File: src/rtl/mips_mem_pkg.sv
// Shared types and defaults for the unified instruction/data memory arbiter.
// Holds the FSM state encoding, the default bus widths and the guard counter sizing.
package mips_mem_pkg;

  localparam int ADDR_W_DEF       = 32;
  localparam int DATA_W_DEF       = 32;
  localparam int MAX_D_GRANTS_DEF = 4;

  typedef enum logic [2:0] {
    ST_IDLE   = 3'd0,
    ST_BUSY_I = 3'd1,
    ST_BUSY_D = 3'd2,
    ST_RESP_I = 3'd3,
    ST_RESP_D = 3'd4
  } arb_state_t;

  // Wide enough to hold the value MAX_D_GRANTS itself, not just MAX_D_GRANTS-1.
  function automatic int cnt_width(input int max_grants);
    return (max_grants < 1) ? 1 : $clog2(max_grants + 1);
  endfunction

  localparam int CNT_W_DEF = cnt_width(MAX_D_GRANTS_DEF);

endpackage

File: src/rtl/unified_mem_arbiter_if.sv
// Bundle of the IF-stage, MEM-stage and memory-side signals around the arbiter.
// master = arbiter view (drives memory and responses), slave = pipeline/memory view.
interface unified_mem_arbiter_if
  import mips_mem_pkg::*;
#(
  parameter int ADDR_W = ADDR_W_DEF,
  parameter int DATA_W = DATA_W_DEF
);

  logic              if_req;
  logic [ADDR_W-1:0] if_addr;
  logic [DATA_W-1:0] if_rdata;
  logic              if_done;

  logic              dm_read;
  logic              dm_write;
  logic [ADDR_W-1:0] dm_addr;
  logic [DATA_W-1:0] dm_wdata;
  logic [DATA_W-1:0] dm_rdata;
  logic              dm_done;

  logic              stall_if;
  logic              stall_mem;

  logic              mem_req;
  logic              mem_we;
  logic [ADDR_W-1:0] mem_addr;
  logic [DATA_W-1:0] mem_wdata;
  logic [DATA_W-1:0] mem_rdata;
  logic              mem_ready;

  modport master (
    input  if_req, if_addr, dm_read, dm_write, dm_addr, dm_wdata, mem_rdata, mem_ready,
    output if_rdata, if_done, dm_rdata, dm_done, stall_if, stall_mem,
           mem_req, mem_we, mem_addr, mem_wdata
  );

  modport slave (
    output if_req, if_addr, dm_read, dm_write, dm_addr, dm_wdata, mem_rdata, mem_ready,
    input  if_rdata, if_done, dm_rdata, dm_done, stall_if, stall_mem,
           mem_req, mem_we, mem_addr, mem_wdata
  );

endinterface

File: src/rtl/unified_mem_arbiter_starve_guard.sv
// Starvation guard: counts data grants made while IF waits and forces an IF grant at the limit.
// Only instantiated when ARB_STARVE_GUARD_EN is defined.
module arb_starve_guard
  import mips_mem_pkg::*;
#(
  parameter int MAX_D_GRANTS = MAX_D_GRANTS_DEF
) (
  input  logic clk,
  input  logic rst,
  input  logic in_idle,
  input  logic if_req,
  input  logic grant_d,
  input  logic grant_i,
  output logic force_if
);

  localparam int CNT_W = cnt_width(MAX_D_GRANTS);
  localparam logic [CNT_W-1:0] CNT_MAX = CNT_W'(MAX_D_GRANTS);

  logic [CNT_W-1:0] cnt_q;

  always_ff @(posedge clk or posedge rst) begin
    if (rst) begin
      cnt_q <= '0;
    end else if (grant_i || (in_idle && !if_req)) begin
      cnt_q <= '0;
    end else if (grant_d && if_req && (cnt_q != CNT_MAX)) begin
      cnt_q <= cnt_q + 1'b1;
    end
  end

  assign force_if = if_req && (cnt_q == CNT_MAX);

endmodule

File: src/rtl/unified_mem_arbiter.sv
// Shares one single-ported memory between IF and MEM stages; MEM has priority, done pulses are registered.
// Optional IF starvation guard enabled by defining ARB_STARVE_GUARD_EN.
module unified_mem_arbiter
  import mips_mem_pkg::*;
#(
  parameter int ADDR_W       = ADDR_W_DEF,
  parameter int DATA_W       = DATA_W_DEF,
  parameter int MAX_D_GRANTS = MAX_D_GRANTS_DEF
) (
  input logic                    clk,
  input logic                    rst,
  unified_mem_arbiter_if.master  bus
);

  arb_state_t        state_q, state_d;
  logic              grant_i, grant_d, force_if, dm_pend;

  logic              mem_req_q, mem_we_q;
  logic [ADDR_W-1:0] mem_addr_q;
  logic [DATA_W-1:0] mem_wdata_q;
  logic [DATA_W-1:0] if_rdata_q, dm_rdata_q;
  logic              if_done_q, dm_done_q;

  assign dm_pend = bus.dm_read | bus.dm_write;

`ifdef ARB_STARVE_GUARD_EN
  arb_starve_guard #(
    .MAX_D_GRANTS (MAX_D_GRANTS)
  ) u_starve_guard (
    .clk      (clk),
    .rst      (rst),
    .in_idle  (state_q == ST_IDLE),
    .if_req   (bus.if_req),
    .grant_d  (grant_d),
    .grant_i  (grant_i),
    .force_if (force_if)
  );
`else
  logic unused_guard_cfg;
  assign unused_guard_cfg = (MAX_D_GRANTS > 0);
  assign force_if         = 1'b0;
`endif

  always_ff @(posedge clk or posedge rst) begin
    if (rst) state_q <= ST_IDLE;
    else     state_q <= state_d;
  end

  // force_if is only ever high together with if_req, so the else-branch grants IF.
  always_comb begin
    state_d = state_q;
    grant_i = 1'b0;
    grant_d = 1'b0;
    case (state_q)
      ST_IDLE: begin
        if (dm_pend && !force_if) begin
          state_d = ST_BUSY_D;
          grant_d = 1'b1;
        end else if (bus.if_req) begin
          state_d = ST_BUSY_I;
          grant_i = 1'b1;
        end
      end
      ST_BUSY_I: if (bus.mem_ready) state_d = ST_RESP_I;
      ST_BUSY_D: if (bus.mem_ready) state_d = ST_RESP_D;
      ST_RESP_I,
      ST_RESP_D: state_d = ST_IDLE;
      default:   state_d = ST_IDLE;
    endcase
  end

  always_ff @(posedge clk or posedge rst) begin
    if (rst) begin
      mem_req_q   <= 1'b0;
      mem_we_q    <= 1'b0;
      mem_addr_q  <= '0;
      mem_wdata_q <= '0;
      if_rdata_q  <= '0;
      dm_rdata_q  <= '0;
      if_done_q   <= 1'b0;
      dm_done_q   <= 1'b0;
    end else begin
      if_done_q <= (state_q == ST_BUSY_I) && bus.mem_ready;
      dm_done_q <= (state_q == ST_BUSY_D) && bus.mem_ready;

      // A read+write request is a store: mem_we follows dm_write alone.
      if (grant_d) begin
        mem_req_q   <= 1'b1;
        mem_we_q    <= bus.dm_write;
        mem_addr_q  <= bus.dm_addr;
        mem_wdata_q <= bus.dm_wdata;
      end else if (grant_i) begin
        mem_req_q   <= 1'b1;
        mem_we_q    <= 1'b0;
        mem_addr_q  <= bus.if_addr;
      end else if (((state_q == ST_BUSY_I) || (state_q == ST_BUSY_D)) && bus.mem_ready) begin
        mem_req_q   <= 1'b0;
        mem_we_q    <= 1'b0;
      end

      if ((state_q == ST_BUSY_I) && bus.mem_ready)
        if_rdata_q <= bus.mem_rdata;
      if ((state_q == ST_BUSY_D) && bus.mem_ready && !mem_we_q)
        dm_rdata_q <= bus.mem_rdata;
    end
  end

  assign bus.mem_req   = mem_req_q;
  assign bus.mem_we    = mem_we_q;
  assign bus.mem_addr  = mem_addr_q;
  assign bus.mem_wdata = mem_wdata_q;
  assign bus.if_rdata  = if_rdata_q;
  assign bus.dm_rdata  = dm_rdata_q;
  assign bus.if_done   = if_done_q;
  assign bus.dm_done   = dm_done_q;
  assign bus.stall_if  = bus.if_req && !if_done_q;
  assign bus.stall_mem = dm_pend && !dm_done_q;

endmodule

File: src/flat_wrapper.sv
// flat-port wrapper written by rule: the top's interface ports become plain ports
module unified_mem_arbiter_flat import mips_mem_pkg::*;
#(
  parameter int ADDR_W       = ADDR_W_DEF,
  parameter int DATA_W       = DATA_W_DEF,
  parameter int MAX_D_GRANTS = MAX_D_GRANTS_DEF
)
  (clk, rst, bus_if_req, bus_if_addr, bus_dm_read, bus_dm_write, bus_dm_addr, bus_dm_wdata, bus_mem_rdata, bus_mem_ready, bus_if_rdata, bus_if_done, bus_dm_rdata, bus_dm_done, bus_stall_if, bus_stall_mem, bus_mem_req, bus_mem_we, bus_mem_addr, bus_mem_wdata);
  unified_mem_arbiter_if #(.ADDR_W(ADDR_W), .DATA_W(DATA_W)) bus_i ();
  input logic clk;
  input logic rst;
  input wire logic [$bits(bus_i.if_req)-1:0] bus_if_req;
  input wire logic [$bits(bus_i.if_addr)-1:0] bus_if_addr;
  input wire logic [$bits(bus_i.dm_read)-1:0] bus_dm_read;
  input wire logic [$bits(bus_i.dm_write)-1:0] bus_dm_write;
  input wire logic [$bits(bus_i.dm_addr)-1:0] bus_dm_addr;
  input wire logic [$bits(bus_i.dm_wdata)-1:0] bus_dm_wdata;
  input wire logic [$bits(bus_i.mem_rdata)-1:0] bus_mem_rdata;
  input wire logic [$bits(bus_i.mem_ready)-1:0] bus_mem_ready;
  output wire logic [$bits(bus_i.if_rdata)-1:0] bus_if_rdata;
  output wire logic [$bits(bus_i.if_done)-1:0] bus_if_done;
  output wire logic [$bits(bus_i.dm_rdata)-1:0] bus_dm_rdata;
  output wire logic [$bits(bus_i.dm_done)-1:0] bus_dm_done;
  output wire logic [$bits(bus_i.stall_if)-1:0] bus_stall_if;
  output wire logic [$bits(bus_i.stall_mem)-1:0] bus_stall_mem;
  output wire logic [$bits(bus_i.mem_req)-1:0] bus_mem_req;
  output wire logic [$bits(bus_i.mem_we)-1:0] bus_mem_we;
  output wire logic [$bits(bus_i.mem_addr)-1:0] bus_mem_addr;
  output wire logic [$bits(bus_i.mem_wdata)-1:0] bus_mem_wdata;
  assign bus_i.if_req = bus_if_req;
  assign bus_i.if_addr = bus_if_addr;
  assign bus_i.dm_read = bus_dm_read;
  assign bus_i.dm_write = bus_dm_write;
  assign bus_i.dm_addr = bus_dm_addr;
  assign bus_i.dm_wdata = bus_dm_wdata;
  assign bus_i.mem_rdata = bus_mem_rdata;
  assign bus_i.mem_ready = bus_mem_ready;
  assign bus_if_rdata = bus_i.if_rdata;
  assign bus_if_done = bus_i.if_done;
  assign bus_dm_rdata = bus_i.dm_rdata;
  assign bus_dm_done = bus_i.dm_done;
  assign bus_stall_if = bus_i.stall_if;
  assign bus_stall_mem = bus_i.stall_mem;
  assign bus_mem_req = bus_i.mem_req;
  assign bus_mem_we = bus_i.mem_we;
  assign bus_mem_addr = bus_i.mem_addr;
  assign bus_mem_wdata = bus_i.mem_wdata;
  unified_mem_arbiter #(.ADDR_W(ADDR_W), .DATA_W(DATA_W), .MAX_D_GRANTS(MAX_D_GRANTS)) u_core (.clk(clk), .rst(rst), .bus(bus_i));
endmodule
File: config.mk
export PLATFORM = sky130hd
export DESIGN_NAME = unified_mem_arbiter_flat
export DESIGN_NICKNAME = d
export VERILOG_FILES = /design/src/rtl/mips_mem_pkg.sv /design/src/rtl/unified_mem_arbiter_if.sv /design/src/rtl/unified_mem_arbiter_starve_guard.sv /design/src/rtl/unified_mem_arbiter.sv /design/src/flat_wrapper.sv
export SDC_FILE = /design/constraint.sdc
export NUM_CORES = 1
export LEC_CHECK = 0
export BUFFER_PORTS_ARGS = -buffer_cell sky130_fd_sc_hd__buf_2
export CAP_MARGIN = 20
export CORE_MARGIN = 2
export CORE_UTILIZATION = 35
export DETAILED_ROUTE_END_ITERATION = 10
export GPL_TIMING_DRIVEN = 0
export HOLD_SLACK_MARGIN = 0.15
export SLEW_MARGIN = 10
export SYNTH_ARGS = -nofsm -noshare
export SYNTH_HDL_FRONTEND = slang
export SYNTH_HIERARCHICAL = 1
export SYNTH_SLANG_ARGS = --single-unit
File: constraint.sdc
create_clock -name clk -period 6.27 [get_ports clk]
set_input_delay 1.254 -clock clk [delete_from_list [all_inputs] [get_ports clk]]
set_output_delay 1.254 -clock clk [all_outputs]
set_load 0.02 [all_outputs]
; ---- Yosys cells after proc, flatten, opt, wreduce, memory -nomap -nowiden
; Cells that the tools add are included.
[totals]
input_bits = 134
output_inout_bits = 134
ff_bits = 135
word_cells = 46
[op_classes]
eq_ne = 5
mux = 17
reduce_logical = 14
bitwise_logic = 1
[ops]
columns = op, n
row1 = two-way mux 32 bit, 2
row2 = two-way mux 3 bit, 4
row3 = two-way mux 1 bit, 10
row4 = case mux 3 bit (3 select lines), 1
row5 = logical AND 1 bit, 6
row6 = "!= test 2 bit, second input constant", 2
row7 = "== test 3 x 1 -> 1 bit, second input constant", 1
row8 = "== test 3 x 2 -> 1 bit, second input constant", 1
row9 = zero test 1 bit, 3
row10 = zero test 3 bit, 1
row11 = "!= test 3 x 2 -> 1 bit, second input constant", 1
row12 = AND reduction 3 bit, 1
row13 = nonzero test 3 bit, 1
row14 = nonzero test 2 bit, 1
row15 = logical OR 1 bit, 1
row16 = OR 1 bit, 1

; ---- Logic depth before layout (Yosys ltp)
; Gate-level depths: netlist of the first run.
[logic_depth]
depth_word = 6
depth_mapped = 6
ltp_nobuf = 3

; ---- Worst setup path before layout of the first run
; Ideal clock, no wire load.
[synth_timing]
kind = in2out
startpoint = in bus_dm_write
endpoint = out bus_stall_mem
path_slack_ps = 3034
path_stages = 3
path_buffers = 1
t_arrival_ps = 1982
t_required_ps = 5016
path_cell_list = nor2_1 clkbuf_1 nor2_1
[synth_between]
elab_chain_cells = 2
[synth_rtl]
columns = item, line_no
row1 = start: declaration, flat_wrapper.sv:15  ; input wire logic [$bits(bus_i.dm_write)-1:0] bus_dm_write;
row2 = OR 1 bit, unified_mem_arbiter.sv:24  ; assign dm_pend = bus.dm_read | bus.dm_write;
row3 = logical AND 1 bit, unified_mem_arbiter.sv:117  ; assign bus.stall_mem = dm_pend && !dm_done_q;
row4 = end: declaration, flat_wrapper.sv:25  ; output wire logic [$bits(bus_i.stall_mem)-1:0] bus_stall_mem;
; No other way between the ends.

; ---- Worst setup path after layout of the first run
; Ends and elaborated chain as after synthesis.

==> impl_metrics.env, run 1 <==
export IMPL_grt_overflow_total=0
export IMPL_intPower_mw=2.662
export IMPL_ant_nets=0
export IMPL_grt_util_all_layers=0.1705
export IMPL_dp_hpwl_mm=9.922
export IMPL_cts_resized=0
export IMPL_core_um2=14640
export IMPL_post_route_period_util=0.5919
export IMPL_multi_input_area_um2=1743
export IMPL_diodes=0
export IMPL_pin_count=268
export IMPL_synth_async_reset_ratio=1.000
export IMPL_vdd_drop_max_v=0.0002944
export IMPL_synth_main_ff_cell="dfrtp_1"
export IMPL_gp_congestion=0.8875
export IMPL_slew_viol_final=0
export IMPL_ys_seq_elements=135
export IMPL_hold_viol=0
export IMPL_clk_path_buf_depth=2
export IMPL_avgSynthCellArea_um2=15.35
export IMPL_cts_max_level=4
export IMPL_cp_max_fo=10
export IMPL_seq_area_um2=3378
export IMPL_clk_latency_ns=0.41
export IMPL_nFillCells=1300
export IMPL_yosys_top_cells_area="dfrtp_1 (64%), mux2_2 (13%), mux2_1 (6.4%)"
export IMPL_port_buffers=267
export IMPL_drive_gt1_frac=0.6031
export IMPL_crit_path_end_kind="primary output"
export IMPL_rsz0062_at_grt="false"
export IMPL_hp_class="flop to flop"
export IMPL_drt_total_wl_mm=13.35
export IMPL_drv_cap=0
export IMPL_p_seq_frac=0.352
export IMPL_synth_cells=343
export IMPL_power_leakage_nw=3.653
export IMPL_r2r_end="u_core/bus.mem_wdata[8]"
export IMPL_via_per_inst=4.922
export IMPL_yosys_top_cells_count="dfrtp_1 (135), mux2_2 (63), a2bb2oi_1 (32), o22ai_1 (32), mux2_1 (30)"
export IMPL_arrival_ns=2.46
export IMPL_finalNetCount=764
export IMPL_initial_core_util=0.3596
export IMPL_routedWlPerCell_um=16.20
export IMPL_slew_headroom=0.6643
export IMPL_die_x_um=126.7
export IMPL_synth_top_area_cell="dfrtp_1"
export IMPL_rows=44
export IMPL_ctsHoldBuffers=0
export IMPL_power_switching_mw=1.629
export IMPL_cts_tree="done"
export IMPL_clkSlewWorstSetupHoldPaths_ns=0.06
export IMPL_dr_pass1_iters=4
export IMPL_max_freq_mhz=269.5
export IMPL_reg2reg_depth=5
export IMPL_power_mw=4.290
export IMPL_crit_type="primary input to primary output"
export IMPL_reg2reg_from="u_core/state_q[1]"
export IMPL_synth_cell_area_um2=5266
export IMPL_worstSetupStartpointType="primary input"
export IMPL_crit_end="bus_stall_mem"
export IMPL_grt_pass1_wl_mm=21.44
export IMPL_antenna_found_initial=0
export IMPL_switching_share=0.3796
export IMPL_yosysTopAreaCellShare=0.6415
export IMPL_yosys_warnings=6
export IMPL_cts_buffers=17
export IMPL_clkPwrFrac=0.218
export IMPL_fin_skew_ns=0.006423
export IMPL_fp_dieH_um=126.7
export IMPL_yosysSeqAreaShare=0.6415
export IMPL_comb_power_share=0.430
export IMPL_dieArea_um2=16040
export IMPL_synth_edff_count=0
export IMPL_setup_tns_final_ns=0
export IMPL_route_detailed_drc=0
export IMPL_status="completed"
export IMPL_min_period_ns=3.711
export IMPL_drt_iter0_drc=180
export IMPL_root_buffer="clkbuf_16"
export IMPL_worst_pin_slew_ns=0.5036
export IMPL_synth_nets=477
export IMPL_setup_viol=0
export IMPL_power_density_nw_per_um2=578.5
export IMPL_cts_sinks=135
export IMPL_via_count=4056
export IMPL_area_growth_pct=40.82
export IMPL_grt_max_degree=82
export IMPL_grt_pass1_vias=4221
export IMPL_crit_start="bus_dm_write"
export IMPL_ys_types=29
export IMPL_cp_data_required_time_ns=5.02
export IMPL_rrSetupSlack_ns=4.45
export IMPL_cts_setup_buffers=0
export IMPL_yosysMostFrequentCell="dfrtp_1"
through the flow:
stage | cells | cell area [um2] | setup slack, ns | utilization | hold WS, ns
floorplan | 343 | 5266 | 1.405 | - | 0.5612
global placement | 794 | 6833 | 0.07596 | 0.4666 | 0.4575
detailed placement | 795 | 6865 | 2.558 | 0.4688 | 0.4650
CTS | 824 | 7416 | 2.567 | 0.5064 | 0.4784
global route | 824 | 7416 | 2.452 | 0.5064 | 0.4925
finish | 824 | 7416 | 2.559 | 0.5064 | 0.4737
worst max-delay path, stage by stage:
cell and delay (ns):
buf_2 0.13, nor2_1 0.37, clkbuf_1 0.44, nor2_1 0.07, buf_2 0.17
placed cells by master (no fill, tap or decap), drive strengths merged:
cell type	instances
a2111oi	1
a21o	1
a21oi	1
a2bb2oi	32
a32o	1
and4bb	1
buf	286
bufinv	2
clkbuf	26
clkinv	5
clkinvlp	3
dfrtp	135
inv	1
mux2	96
nand2	1
nand3b	1
nor2	2
nor2b	3
nor3	3
nor4	1
nor4bb	1
o21ai	2
o22ai	32
o31a	1
or3b	1
xor2	1
registers in the layout, indices dropped and copies added, names as in the netlist:
| signal | count |
|---|---|
| u_core/bus.dm_rdata | 32 |
| u_core/bus.mem_addr | 32 |
| u_core/state_q | 3 |
| u_core/bus.mem_req | 1 |
| u_core/bus.mem_wdata | 32 |
| u_core/bus.mem_we | 1 |
| u_core/bus.if_done | 1 |
| u_core/bus.dm_done | 1 |
| u_core/bus.if_rdata | 32 |
metal layers:
layer / vias up / share of wire / routed length, um / track usage
met2: 174 / 0.46 / 6162 / 0.2614
li1: 1861 / - / - / -
met5: - / 0 / 0 / 0
met1: 1999 / 0.43 / 5743 / 0.2181
met4: 0 / 0.022 / 293 / 0.07046
met3: 22 / 0.086 / 1148 / 0.06580
final cells by class:
type,instances,area share
multi-input cells,182,0.2350
repair buffers,268,0.1839
plain buffers,25,0.01907
well taps,184,0.03104
clock buffers,19,0.05973
clock inverters,10,0.01451
inverters,1,0.001181
flip-flops and latches,135,0.4555
power by group through the flow:
stage / clock network (mW) / registers, mW / logic (mW)
6_report: 0.935 / 1.51 / 1.85
5_1_grt: 0.999 / 1.57 / 1.96
4_1_cts: 0.962 / 1.52 / 1.87
3_5_place_dp: 0 / 1.52 / 1.86
3_3_place_gp: 0 / 1.50 / 1.84
2_1_floorplan: 0 / 2.04 / 0.679
cells by family after synthesis:
family	count (synthesis)	synth area share
flip-flops	135	0.6415
XOR/XNOR	1	0.001663
buffers and inverters	26	0.02756
AND/OR/NAND/NOR	14	0.02020
multiplexers	96	0.2074
AO/OA/AOI/OAI	71	0.1017
worst min path at each step:
| stage | cells after the start | to | slack, ns | from |
|---|---|---|---|---|
| floorplan | 1 | u_core/state_q[0] | 0.56 | u_core/state_q[2] |
| detailed placement | 1 | u_core/bus.mem_req | 0.47 | u_core/bus.mem_req |
| global placement | 1 | u_core/bus.mem_req | 0.46 | u_core/bus.mem_req |
| CTS | 1 | u_core/bus.mem_req | 0.48 | u_core/bus.mem_req |
| global route | 1 | u_core/bus.mem_req | 0.49 | u_core/bus.mem_req |
| finish | 1 | u_core/bus.mem_req | 0.47 | u_core/bus.mem_req |
Note: power is estimated with default switching activity, not from simulation.
==> inputs of run 2 (changes only) <==
--- a/config.mk
+++ b/config.mk
@@ -5,6 +5,7 @@
 export SDC_FILE = /design/constraint.sdc
 export NUM_CORES = 1
 export LEC_CHECK = 0
+export ABC_AREA = 1
 export BUFFER_PORTS_ARGS = -buffer_cell sky130_fd_sc_hd__buf_2
 export CAP_MARGIN = 20
 export CORE_MARGIN = 2
@@ -12,6 +13,7 @@
 export DETAILED_ROUTE_END_ITERATION = 10
 export GPL_TIMING_DRIVEN = 0
 export HOLD_SLACK_MARGIN = 0.15
+export PLACE_DENSITY = 0.65
 export SLEW_MARGIN = 10
 export SYNTH_ARGS = -nofsm -noshare
 export SYNTH_HDL_FRONTEND = slang
==> constraint.sdc (replaced) <==
create_clock -name clk -period 3.3 [get_ports clk]
set_input_delay 0.66 -clock clk [delete_from_list [all_inputs] [get_ports clk]]
set_output_delay 0.66 -clock clk [all_outputs]
set_load 0.02 [all_outputs]
==> impl_metrics.env, run 2 <==
export IMPL_gp_congestion=0.8276
export IMPL_min_period_ns=2.458
export IMPL_finalNetCount=1122
export IMPL_reg2reg_from="u_core/state_q[2]"
export IMPL_core_um2=16410
export IMPL_grt_max_degree=36
export IMPL_via_per_inst=4.385
export IMPL_dr_pass1_iters=4
export IMPL_synth_nets=832
export IMPL_final_cell_mix="nand2_1 (365), buf_2 (279), dfrtp_1 (135)"
export IMPL_drive_gt1_frac=0.3756
export IMPL_power_density_nw_per_um2=1032
export IMPL_synth_edff_count=0
export IMPL_cp_max_fo=10
export IMPL_fp_dieH_um=132.7
export IMPL_initial_core_util=0.3535
export IMPL_fin_skew_ns=0.01184
export IMPL_pin_count=268
export IMPL_grt_util_all_layers=0.1887
export IMPL_cts_resized=0
export IMPL_cts_setup_buffers=0
export IMPL_rsz0062_at_grt="false"
export IMPL_yosys_top_cells_area="dfrtp_1 (58%), nand2_1 (24%), or2_2 (3.5%)"
export IMPL_synth_cell_area_um2=5799
export IMPL_drt_iter0_drc=214
export IMPL_arrival_ns=1.80
export IMPL_max_freq_mhz=406.9
export IMPL_cts_max_level=4
export IMPL_vdd_drop_max_v=0.0004651
export IMPL_clk_path_buf_depth=2
export IMPL_via_count=5358
export IMPL_slew_headroom=0.6971
export IMPL_root_buffer="clkbuf_16"
export IMPL_ctsHoldBuffers=0
export IMPL_yosysTopAreaCellShare=0.5825
export IMPL_antenna_found_initial=0
export IMPL_yosysMostFrequentCell="nand2_1"
export IMPL_synth_cells=698
export IMPL_post_route_period_util=0.7447
export IMPL_setup_viol=0
export IMPL_dp_hpwl_mm=12.40
export IMPL_worst_pin_slew_ns=0.4543
export IMPL_cts_buffers=17
export IMPL_grt_overflow_total=0
export IMPL_hold_viol=0
export IMPL_drv_cap=0
export IMPL_status="completed"
export IMPL_grt_pass1_wl_mm=26.37
export IMPL_crit_path_end_kind="primary output"
export IMPL_grt_pass1_vias=5104
export IMPL_power_leakage_nw=4.791
export IMPL_ant_nets=0
export IMPL_rows=47
export IMPL_yosys_warnings=6
export IMPL_worstSetupStartpointType="primary input"
export IMPL_clkSlewWorstSetupHoldPaths_ns=0.06
export IMPL_reg2reg_depth=6
export IMPL_cp_data_required_time_ns=2.64
export IMPL_area_growth_pct=39.40
export IMPL_routedWlPerCell_um=13.37
export IMPL_cts_tree="done"
export IMPL_clk_latency_ns=0.42
export IMPL_final_util=0.4927
export IMPL_nFillCells=1611
export IMPL_synth_main_ff_cell="dfrtp_1"
export IMPL_hp_class="primary input to async pin"
export IMPL_dieArea_um2=17610
export IMPL_die_x_um=132.7
export IMPL_yosys_top_cells_count="nand2_1 (365), dfrtp_1 (135), inv_1 (40), nand3_1 (38)"
export IMPL_crit_type="primary input to primary output"
export IMPL_yosysSeqAreaShare=0.5825
export IMPL_seq_area_um2=3378
export IMPL_synth_async_reset_ratio=1.000
export IMPL_slew_viol_final=0
export IMPL_r2r_end="u_core/bus.mem_addr[8]"
export IMPL_rrSetupSlack_ns=1.81
export IMPL_final_common_cell="nand2_1"
export IMPL_power_mw=8.343
export IMPL_cts_sinks=135
export IMPL_drt_total_wl_mm=16.34
export IMPL_ys_seq_elements=135
export IMPL_port_buffers=267
export IMPL_ys_types=17
export IMPL_route_detailed_drc=0
export IMPL_multi_input_area_um2=2038
export IMPL_avgSynthCellArea_um2=8.308
export IMPL_synth_top_area_cell="dfrtp_1"
## run 2: cells by family (layout without fill, tap and decap cells)
kind of cell | count (synthesis) | count (layout) | synth area share
AOI/OAI and AO/OA | 34 | 34 | 0.02934
buffers and inverters | 78 | 381 | 0.06602
DFF | 135 | 135 | 0.5825
other | 0 | 1 | 0
and+or+nand+nor | 451 | 451 | 0.3221
## run 2: per-layer routing
layer,share of wire,track usage,up-vias
met2,0.46,0.2959,207
met3,0.088,0.06207,20
met5,0,0,-
li1,-,-,2705
met1,0.44,0.2485,2426
met4,0.015,0.06033,0
## run 2: area by class of cell
type                       instances  area share
timing repair buffer             271      0.1761
multi-input combinational        485      0.2521
antenna                            1   0.0003095
clock inverter                    14     0.01733
tap                              220     0.03405
buffer                            35     0.02740
clock buffer                      18     0.05433
inverter                          43     0.02043
sequential                       135      0.4179
## run 2: worst max-delay path by stage
stage,startpoint,to,slack (ns)
finish,bus_dm_write,bus_stall_mem,0.84
global route,bus_dm_write,bus_stall_mem,0.72
CTS,bus_dm_write,bus_stall_mem,0.83
detailed placement,bus_dm_write,bus_stall_mem,0.84
global placement,rst,u_core/bus.mem_addr[8],-0.01
floorplan,rst,u_core/bus.dm_done,0.96
## run 2: critical path: stages
cell,delay (ns)
buf_2,0.11
nor2_1,0.36
clkbuf_1,0.42
nor2_1,0.06
buf_2,0.17
## run 2: power by group
part / switching [mW] / internal [mW] / total, mW
clock network: 0.765 / 1.08 / 1.84
logic: 2.47 / 1.21 / 3.68
registers: 0.398 / 2.43 / 2.83
## run 2: through the flow
step | area, um2 | TNS, ns | worst slack (ns) | hold slack, ns | instances
5_1_grt | 8082 | 0 | 0.7170 | 0.2316 | 1221
4_1_cts | 8082 | 0 | 0.8331 | 0.2182 | 1221
3_5_place_dp | 7502 | 0 | 0.8385 | 0.4586 | 1189
2_1_floorplan | 5803 | 0 | 0.9608 | 0.5739 | 698
3_3_place_gp | 7415 | -0.9217 | -0.01403 | 0.4530 | 1185
6_report | 8084 | 0 | 0.8425 | 0.2326 | 1222
